<file path="config.mk">
export PLATFORM = sky130hd
export DESIGN_NAME = move_sequencer_flat
export DESIGN_NICKNAME = d
export VERILOG_FILES = /design/src/rtl/move_sequencer_if.sv /design/src/rtl/move_sequencer.sv /design/src/flat_wrapper.sv
export SDC_FILE = /design/constraint.sdc
export NUM_CORES = 1
export LEC_CHECK = 0
export CORE_MARGIN = 2
export CORE_UTILIZATION = 45
export DETAILED_ROUTE_END_ITERATION = 8
export GPL_TIMING_DRIVEN = 0
export PLACE_DENSITY = 0.67
export SLEW_MARGIN = 20
export SYNTH_ARGS = -nofsm -noshare
export SYNTH_HDL_FRONTEND = slang
export SYNTH_SLANG_ARGS = --single-unit
</file>
<file path="constraint.sdc">
create_clock -name clk -period 5.1 [get_ports clk]
set_clock_uncertainty 0.1 [all_clocks]
set_input_delay 0.51 -clock clk [delete_from_list [all_inputs] [get_ports clk]]
set_output_delay 0.51 -clock clk [all_outputs]
set_load 0.05 [all_outputs]
</file>
<file path="src/rtl/move_sequencer_if.sv">
// Button/flag inputs and move-command outputs of the 2048 move front end.
// The master modport is the sequencer side; the slave modport is the board/datapath side.
interface move_sequencer_if #(
    parameter int QUEUE_DEPTH = 4
);
    localparam int CW = $clog2(QUEUE_DEPTH) + 1;

    logic          btnL;
    logic          btnR;
    logic          btnU;
    logic          btnD;
    logic          won;
    logic          lost;
    logic          move_valid;
    logic [1:0]    move_dir;
    logic          move_ready;
    logic [CW-1:0] queue_count;
    logic          dropped;

    modport master (
        input  btnL, btnR, btnU, btnD, won, lost, move_ready,
        output move_valid, move_dir, queue_count, dropped
    );

    modport slave (
        output btnL, btnR, btnU, btnD, won, lost, move_ready,
        input  move_valid, move_dir, queue_count, dropped
    );
endinterface

</file>
<file path="src/rtl/move_sequencer.sv">
// 2048 move front end: per-button sync/debounce lanes, priority arbitration, move FIFO, RUN/BLOCK/REARM gate.
// Optional auto-repeat of a single held button is built when MOVE_REPEAT_EN is defined.
module move_sequencer_lane #(
    parameter int DEBOUNCE_CYCLES = 250000
) (
    input  logic clk,
    input  logic rst,
    input  logic raw,
    output logic level,
    output logic toggle
);
    localparam int DW = $clog2(DEBOUNCE_CYCLES + 1);

    logic          s1;
    logic          s2;
    logic [DW-1:0] cnt;

    // toggle is high in the last differing cycle; level flips at the following edge
    assign toggle = (s2 != level) && (cnt == DW'(DEBOUNCE_CYCLES - 1));

    always_ff @(posedge clk) begin
        if (rst) begin
            s1    <= 1'b0;
            s2    <= 1'b0;
            level <= 1'b0;
            cnt   <= '0;
        end else begin
            s1 <= raw;
            s2 <= s1;
            if (s2 == level) begin
                cnt <= '0;
            end else if (toggle) begin
                cnt   <= '0;
                level <= ~level;
            end else begin
                cnt <= cnt + 1'b1;
            end
        end
    end
endmodule

module move_sequencer #(
    parameter int DEBOUNCE_CYCLES = 250000,
    parameter int QUEUE_DEPTH     = 4,
    parameter int REPEAT_DELAY    = 50000000,
    parameter int REPEAT_PERIOD   = 25000000
) (
    input  logic              clk,
    input  logic              rst,
    move_sequencer_if.master  bus
);
    localparam int NUM_BTN = 4;
    localparam int PW      = $clog2(QUEUE_DEPTH);
    localparam int CW      = PW + 1;

    typedef enum logic [1:0] {RUN, BLOCK, REARM} state_t;

    state_t                       state;
    logic [NUM_BTN-1:0]           raw;
    logic [NUM_BTN-1:0]           level;
    logic [NUM_BTN-1:0]           toggle;
    logic [NUM_BTN-1:0]           press;
    logic [NUM_BTN-1:0]           rpt;
    logic [NUM_BTN-1:0]           events;
    logic [QUEUE_DEPTH-1:0][1:0]  mem;
    logic [PW-1:0]                wr_ptr;
    logic [PW-1:0]                rd_ptr;
    logic [CW-1:0]                count;
    logic                         dropped_q;
    logic [1:0]                   sel_dir;
    logic                         multi;
    logic                         is_run;
    logic                         full;
    logic                         pop;
    logic                         push_req;
    logic                         push;
    logic                         drop_n;
    logic                         flush;

    assign raw = {bus.btnD, bus.btnU, bus.btnR, bus.btnL};

    for (genvar i = 0; i < NUM_BTN; i++) begin : g_lane
        move_sequencer_lane #(
            .DEBOUNCE_CYCLES(DEBOUNCE_CYCLES)
        ) u_lane (
            .clk    (clk),
            .rst    (rst),
            .raw    (raw[i]),
            .level  (level[i]),
            .toggle (toggle[i])
        );
    end

    assign press  = toggle & ~level;
    assign is_run = (state == RUN);

`ifdef MOVE_REPEAT_EN
    localparam int RMAX = (REPEAT_DELAY > REPEAT_PERIOD) ? REPEAT_DELAY : REPEAT_PERIOD;
    localparam int RW   = $clog2(RMAX + 1);

    logic [RW-1:0] rpt_cnt;
    logic          rpt_armed;
    logic          hold;
    logic [RW-1:0] rpt_limit;

    // any debounced change or leaving RUN restarts the delay from scratch
    assign hold      = is_run && $onehot(level) && !(|toggle);
    assign rpt_limit = rpt_armed ? RW'(REPEAT_PERIOD - 1) : RW'(REPEAT_DELAY - 1);
    assign rpt       = (hold && rpt_cnt == rpt_limit) ? level : '0;

    always_ff @(posedge clk) begin
        if (rst || !hold) begin
            rpt_cnt   <= '0;
            rpt_armed <= 1'b0;
        end else if (rpt_cnt == rpt_limit) begin
            rpt_cnt   <= '0;
            rpt_armed <= 1'b1;
        end else begin
            rpt_cnt <= rpt_cnt + 1'b1;
        end
    end
`else
    assign rpt = '0;
`endif

    assign events = press | rpt;

    always_comb begin
        sel_dir = 2'd0;
        for (int i = NUM_BTN - 1; i >= 0; i--) begin
            if (events[i]) sel_dir = 2'(i);
        end
    end

    assign multi    = |(events & (events - 4'd1));
    assign full     = (count == CW'(QUEUE_DEPTH));
    assign pop      = bus.move_valid && bus.move_ready;
    assign push_req = is_run && (|events);
    // a full queue still accepts when the head leaves in the same cycle
    assign push     = push_req && (!full || pop);
    assign drop_n   = is_run && (multi || (push_req && full && !pop));
    assign flush    = !is_run || bus.won || bus.lost;

    always_ff @(posedge clk) begin
        if (rst) begin
            state     <= RUN;
            mem       <= '0;
            wr_ptr    <= '0;
            rd_ptr    <= '0;
            count     <= '0;
            dropped_q <= 1'b0;
        end else begin
            dropped_q <= drop_n;
            case (state)
                RUN:     if (bus.won || bus.lost) state <= BLOCK;
                BLOCK:   if (!bus.won && !bus.lost) state <= REARM;
                REARM: begin
                    if (bus.won || bus.lost) state <= BLOCK;
                    else if (level == '0)   state <= RUN;
                end
                default: state <= RUN;
            endcase
            if (flush) begin
                wr_ptr <= '0;
                rd_ptr <= '0;
                count  <= '0;
            end else begin
                if (push) begin
                    mem[wr_ptr] <= sel_dir;
                    wr_ptr      <= wr_ptr + 1'b1;
                end
                if (pop) rd_ptr <= rd_ptr + 1'b1;
                if (push && !pop)      count <= count + 1'b1;
                else if (!push && pop) count <= count - 1'b1;
            end
        end
    end

    assign bus.move_valid  = is_run && (count != '0);
    assign bus.move_dir    = mem[rd_ptr];
    assign bus.queue_count = count;
    assign bus.dropped     = dropped_q;
endmodule

</file>
<file path="src/flat_wrapper.sv">
// flat-port wrapper written by rule: the top's interface ports become plain ports
module move_sequencer_flat 
#(
    parameter int DEBOUNCE_CYCLES = 250000,
    parameter int QUEUE_DEPTH     = 4,
    parameter int REPEAT_DELAY    = 50000000,
    parameter int REPEAT_PERIOD   = 25000000
)
  (clk, rst, bus_btnL, bus_btnR, bus_btnU, bus_btnD, bus_won, bus_lost, bus_move_ready, bus_move_valid, bus_move_dir, bus_queue_count, bus_dropped);
  move_sequencer_if #(.QUEUE_DEPTH(QUEUE_DEPTH)) bus_i ();
  input  logic clk;
  input  logic rst;
  input wire logic [$bits(bus_i.btnL)-1:0] bus_btnL;
  input wire logic [$bits(bus_i.btnR)-1:0] bus_btnR;
  input wire logic [$bits(bus_i.btnU)-1:0] bus_btnU;
  input wire logic [$bits(bus_i.btnD)-1:0] bus_btnD;
  input wire logic [$bits(bus_i.won)-1:0] bus_won;
  input wire logic [$bits(bus_i.lost)-1:0] bus_lost;
  input wire logic [$bits(bus_i.move_ready)-1:0] bus_move_ready;
  output wire logic [$bits(bus_i.move_valid)-1:0] bus_move_valid;
  output wire logic [$bits(bus_i.move_dir)-1:0] bus_move_dir;
  output wire logic [$bits(bus_i.queue_count)-1:0] bus_queue_count;
  output wire logic [$bits(bus_i.dropped)-1:0] bus_dropped;
  assign bus_i.btnL = bus_btnL;
  assign bus_i.btnR = bus_btnR;
  assign bus_i.btnU = bus_btnU;
  assign bus_i.btnD = bus_btnD;
  assign bus_i.won = bus_won;
  assign bus_i.lost = bus_lost;
  assign bus_i.move_ready = bus_move_ready;
  assign bus_move_valid = bus_i.move_valid;
  assign bus_move_dir = bus_i.move_dir;
  assign bus_queue_count = bus_i.queue_count;
  assign bus_dropped = bus_i.dropped;
  move_sequencer #(.DEBOUNCE_CYCLES(DEBOUNCE_CYCLES), .QUEUE_DEPTH(QUEUE_DEPTH), .REPEAT_DELAY(REPEAT_DELAY), .REPEAT_PERIOD(REPEAT_PERIOD)) u_core (.clk(clk), .rst(rst), .bus(bus_i));
endmodule
</file>
==> metrics, run 1 <==
worst vdd ir 0.193 mV; Post-Syn Area 4530 um2; final worst hold slack 0.343 ns; initial core utilization 46.3%; first-pass GRT wire length 14200 um; Fillers 917; clock-pin slew on the worst setup and hold paths 0.10 ns; CTS root buffer clkbuf_8; CTS resizes 0; Yosys top cell area share 45.1%; top-count cell post-synth dfxtp_1; CP Max Fanout 5; Area Overhead vs Synth 11.9%; layout cells sized above 1 5.28%; pins over their slew limit 0; max_cap viols 0; register area 2040 um2; Overall Power 0.00139 W; vias 3350; largest cells by area after synthesis dfxtp_1 45%, nor2_1 8.0%, xor2_1 7.5%; Die Area 10900 um2; startpoint type of the worst setup path flop; initial antenna violation count 0; FF+latch count, synth 102; Commonest cells post-synth 102 x dfxtp_1, 96 x nor2_1, 39 x nand3_1, 39 x xor2_1, 31 x nand2_1; Die X 104 um; Synth cell types 44; Core ar. 9770 um2; R2R cell count 10; DRC viols 0; Worst setup EP type flop; EDFF count, synth 0; Post-CTS Setup Repair Bufs 0; DRT Pass-1 Iters 4; Fin. Hold Viols 0; clk sink count 102; largest net degree at the start of global routing 17; Worst Path Required 5.30 ns; Syn Nets 518; FP Rows 36; slew margin rel. 57.9%; HPWL after detailed placement 5880 um; worst skew pair latency 0.36 ns; pwr dens 275 nW/um2; CTS Buf Count 9; crit path time final 3.32 ns; Max Root-Sink Buffers 2; CP Launch Point u_core.g_lane[3].u_lane.cnt[5]; WL/cell 12.2 um; CTS HTree Levels 3; IO Count 16; ys async rst share 0%; Die Y 104 um; ant diodes 0; slowest cell delay on critical path 0.59 ns; routed wire length 8080 um; sequential fraction of the synthesis area 45.1%; CTS tree done; WP data arrival 3.52 ns; NumNets Final 544; worst setup path class reg -> reg; Syn Area/Cell 9.07 um2; Final Setup Violations 0; Synth Instances 499; Max Fclk 301 MHz; initial drt markers 79; gr ovfl total 0; Synth area leader dfxtp_1; vias in the first global route 3240; Post-CTS Hold Fix Bufs 0; Routed Antenna Nets 0; slowest stage cell, crit path or4_1; Worst-Margin Slew 0.626 ns; Final GP Congestion 0.758; outcome finished clean; r2r startpoint u_core.g_lane[3].u_lane.cnt[5]; final setup TNS 0 ns; Total GRT Usage 15.7%; fraction of the cycle the final worst path needs 65.1%; synthesis warning total 0; Hold Path Depth 1; leakage 1.71 nW; Via density 5.05; final core occ 51.9%; critical path, cell by cell or4_1 > nor4_4 > nand4_1 > a41oi_2 > ha_1 > inv_1 > fa_1 > xor2_1 > or3_1 > a21oi_1; Primary FF master, synth dfxtp_1; RSZ-0062 raised after global routing no; multi-input logic area 2390 um2; Hold Path Class reg -> reg; min-delay src u_core.g_lane[0].u_lane.cnt[0]; port bufs 15
## layout by cell type (no fill, tap or decap), types with 11 or more instances in the layout
cell type / Yosys / layout
xnor2_1: 30 / 30
xor2_1: 39 / 39
nand2_1: 31 / 31
nor2b_1: 13 / 13
nand3_1: 39 / 39
dfxtp_1: 102 / 102
clkdlybuf4s50_1: 0 / 15
mux2i_1: 13 / 13
nor2_1: 96 / 96
and3_1: 13 / 13
nand4_1: 11 / 11
## report_power, final
group | switching [W] | internal, W | total [W]
Combinational | 0.0000152 | 0.0000132 | 0.0000283
Sequential | 0.00000292 | 0.000800 | 0.000803
Clock | 0.000271 | 0.000290 | 0.000561
## registers in the layout (all words and copies together) (netlist names)
name                        count
u_core.g_lane.u_lane.cnt       72
u_core.mem                      8
u_core.g_lane.u_lane.level      4
u_core.g_lane.u_lane.s1         4
u_core.g_lane.u_lane.s2         4
u_core.bus.queue_count          3
u_core.rd_ptr                   2
u_core.state                    2
u_core.wr_ptr                   2
u_core.bus.dropped              1
## cell families after synthesis
kind of cell | Yosys count | synth area share, %
compound gates | 21 | 3.12
xor+xnor | 69 | 13.3
fa+ha+maj | 10 | 2.93
buf+inv | 21 | 2.21
flops | 102 | 45.1
mux | 15 | 3.87
simple gates | 261 | 29.4
## per-stage QoR
stage	area [um2]	setup WS [ns]	cells
6_report	5070	1.78	663
5_1_grt	5070	1.59	663
4_1_cts	5070	1.76	663
3_5_place_dp	4840	1.78	647
3_3_place_gp	4840	1.84	647
2_1_floorplan	4530	2.11	499
## per-layer routing
| metal | global-route usage (%) | routed length, um | vias up |
|---|---|---|---|
| met5 | 0 | 0 | - |
| met4 | 3.76 | 67 | 0 |
| met3 | 4.32 | 210 | 5 |
| met2 | 26.4 | 3920 | 29 |
| met1 | 19.9 | 3880 | 1572 |
| li1 | - | - | 1744 |
## critical path: cells and delay by family (launching register included)
family                   cells  cell delay, ns
XOR/XNOR                     1            0.16
adder cells (fa/ha/maj)      2            0.61
AO/OA/AOI/OAI                2            0.47
AND/OR/NAND/NOR              4            1.50
flip-flops                   1            0.37
buffers and inverters        1            0.06
## path summary, 6_finish.rpt
path | slack (ns) | end
worst max-delay path | 1.78 | u_core.bus.queue_count[2]
worst min-delay path | 0.34 | u_core.g_lane[0].u_lane.cnt[0]
worst max register to register | 1.78 | u_core.bus.queue_count[2]
worst min register to register | 0.34 | u_core.g_lane[0].u_lane.cnt[0]
## final cells by class
| cell class | instances | area share, % |
|---|---|---|
| multi-input cells | 376 | 47.1 |
| flip-flops and latches | 102 | 40.3 |
| well taps | 133 | 3.28 |
| repair buffers | 15 | 2.96 |
| clock buffers | 11 | 2.79 |
| clock inverters | 5 | 1.63 |
| plain buffers | 11 | 1.23 |
| inverters | 10 | 0.741 |
No activity file was read; power rests on OpenSTA's default activity.
==> inputs of run 2 (changes only) <==
clock period = 3.2 ns   (was 5.1 ns; I/O delays follow)
==> run 2 against run 1 <==
- non-clock buffer count is 4 higher
- die area unchanged
- first-iteration DRC count grew 15%
- count of clock-buffer cells in the layout unchanged
==> metrics, run 2 (same netlist as run 1, synthesis figures left out) <==
outcome finished clean; Worst-Margin Slew 0.568 ns (-0.0571 ns); # placed instances 647 (unchanged); Worst setup EP type flop; critical path, cell by cell or4_4 > nor4_4 > nand2_1 > a41oi_2 > ha_2 > inv_1 > fa_1 > xor2_1 > or3_1 > a21oi_1; CTS tree done; vias 3374 (+0.72%); slowest stage cell, crit path or4_4; Die Area 10900 um2 (unchanged); layout cells sized above 1 7.12% (+1.8 points); WP data arrival 3.30 ns (-0.22 ns); worst skew pair latency 0.36 ns (about the same); port bufs 15 (unchanged); pins over their slew limit 0 (unchanged); max_cap viols 0 (unchanged); WL/cell 12.2 um (+0.31%); routed wire length 8160 um (+0.92%); DRC viols 0 (unchanged); Fin. Hold Viols 0 (unchanged); Routed Antenna Nets 0 (unchanged); Total GRT Usage 15.7% (+0.066 points); crit path time final 3.10 ns (-0.219 ns); initial drt markers 91 (+15%); first-pass GRT wire length 14300 um (+0.39%); largest reg by FF count u_core.g_lane.u_lane.cnt; gr ovfl total 0 (unchanged); slowest cell delay on critical path 0.58 ns (about the same); Final Setup Violations 0 (unchanged); Max Fclk 323 MHz (+7.1%); vias in the first global route 3259 (+0.59%); FP Rows 36 (unchanged); ant diodes 0 (unchanged); clock-pin slew on the worst setup and hold paths 0.10 ns (about the same); final setup TNS 0 ns (unchanged); Worst Path Required 3.40 ns (-1.90 ns); Hold Path Class reg -> reg; Max Root-Sink Buffers 2 (unchanged); clk sink count 102 (unchanged); Die X 104 um (unchanged); Via density 5.06 (+0.11%); max reg flops 72 (unchanged); CP bufs+invs 1 (unchanged); Top Registers u_core.g_lane.u_lane.cnt x72, u_core.mem x8; initial core utilization 46.3% (unchanged); leakage 1.73 nW (+1.0%); CTS root buffer clkbuf_8; CTS HTree Levels 3 (unchanged); Top delay family on crit path simple AND/OR/NAND/NOR gates; pwr dens 433 nW/um2 (+58%); commonest non-fill, non-tap cells in the layout 101 x dfxtp_1, 96 x nor2_1, 39 x nand3_1, 39 x xor2_1, 31 x nand2_1; IO Count 16 (unchanged); HPWL after detailed placement 5880 um (unchanged); Area Overhead vs Synth 13.3%; NumNets Final 548 (+0.74%); worst setup path class reg -> reg; largest net degree at the start of global routing 17 (unchanged); Die Y 104 um (unchanged); startpoint type of the worst setup path flop; fraction of the cycle the final worst path needs 96.9% (+32 points); slew margin rel. 62.0% (+4.1 points); post-route insts no fill 667 (+0.60%); CP Max Fanout 5 (unchanged); final core occ 52.5% (+0.63 points); initial antenna violation count 0 (unchanged); Final GP Congestion 0.758 (unchanged); Core ar. 9770 um2 (unchanged); most common cell after layout, fill and taps aside dfxtp_1; CTS Buf Count 9 (unchanged); DRT Pass-1 Iters 4 (unchanged); worst vdd ir 0.316 mV (+64%); final worst hold slack 0.343 ns (-0.00000600 ns)
[run 2: worst reg2reg max path, cell delays in order, from the launching register on]
cell	delay, ns
dfxtp_1	0.36
or4_4	0.58
nor4_4	0.32
nand2_1	0.13
a41oi_2	0.29
ha_2	0.25
inv_1	0.06
fa_1	0.37
xor2_1	0.16
or3_1	0.30
a21oi_1	0.14
[run 2: final cells by class]
type	instances	area, um2
Timing Repair Buffer	19	180
Buffer	11	62.6
Sequential cell	102	2040
Tap cell	133	166
Clock inverter	5	82.6
Fill cell	916	4640
Multi-Input combinational cell	376	2420
Clock buffer	11	141
Inverter	10	37.5
[run 2: routing by layer]
metal / vias up / global-route usage [%] / wire, um
li1: 1752 / - / -
met1: 1590 / 20.0 / 3900
met5: - / 0 / 0
met4: 0 / 3.76 / 65
met3: 6 / 4.32 / 173
met2: 26 / 26.6 / 4010
[run 2: what timing repair did]
action | 4_1_cts | 5_1_grt
hold buffers | 0 | 0
setup buffers | 2 | 2
resized for setup | 1 | 6
endpoints found under the setup margin | 1 | 1
pin swaps | 2 | 5
hold endpoints to repair | 0 | 0
[run 2: worst paths after layout]
check                                 startpoint                             end  cells past startpoint  slack (ns)
setup / recovery  u_core.g_lane[2].u_lane.cnt[8]       u_core.bus.queue_count[2]                     10        0.10
hold / removal    u_core.g_lane[0].u_lane.cnt[0]  u_core.g_lane[0].u_lane.cnt[0]                      1        0.34
setup reg to reg  u_core.g_lane[2].u_lane.cnt[8]       u_core.bus.queue_count[2]                     10        0.10
hold reg to reg   u_core.g_lane[0].u_lane.cnt[0]  u_core.g_lane[0].u_lane.cnt[0]                      1        0.34
[run 2: through the flow]
stage          worst slack, ns  cell area (um2)  total power (W)
6_report                 0.101             5130          0.00222
5_1_grt                -0.0125             5130          0.00230
4_1_cts                0.00660             5090          0.00225
3_5_place_dp            -0.123             4840          0.00136
3_3_place_gp           -0.0603             4840          0.00135
2_1_floorplan            0.210             4530          0.00134
[run 2: power by group]
part | internal (W) | switching [W] | total, W
Clock | 0.000462 | 0.000435 | 0.000897
Combinational | 0.0000210 | 0.0000242 | 0.0000451
Sequential | 0.00128 | 0.00000468 | 0.00128
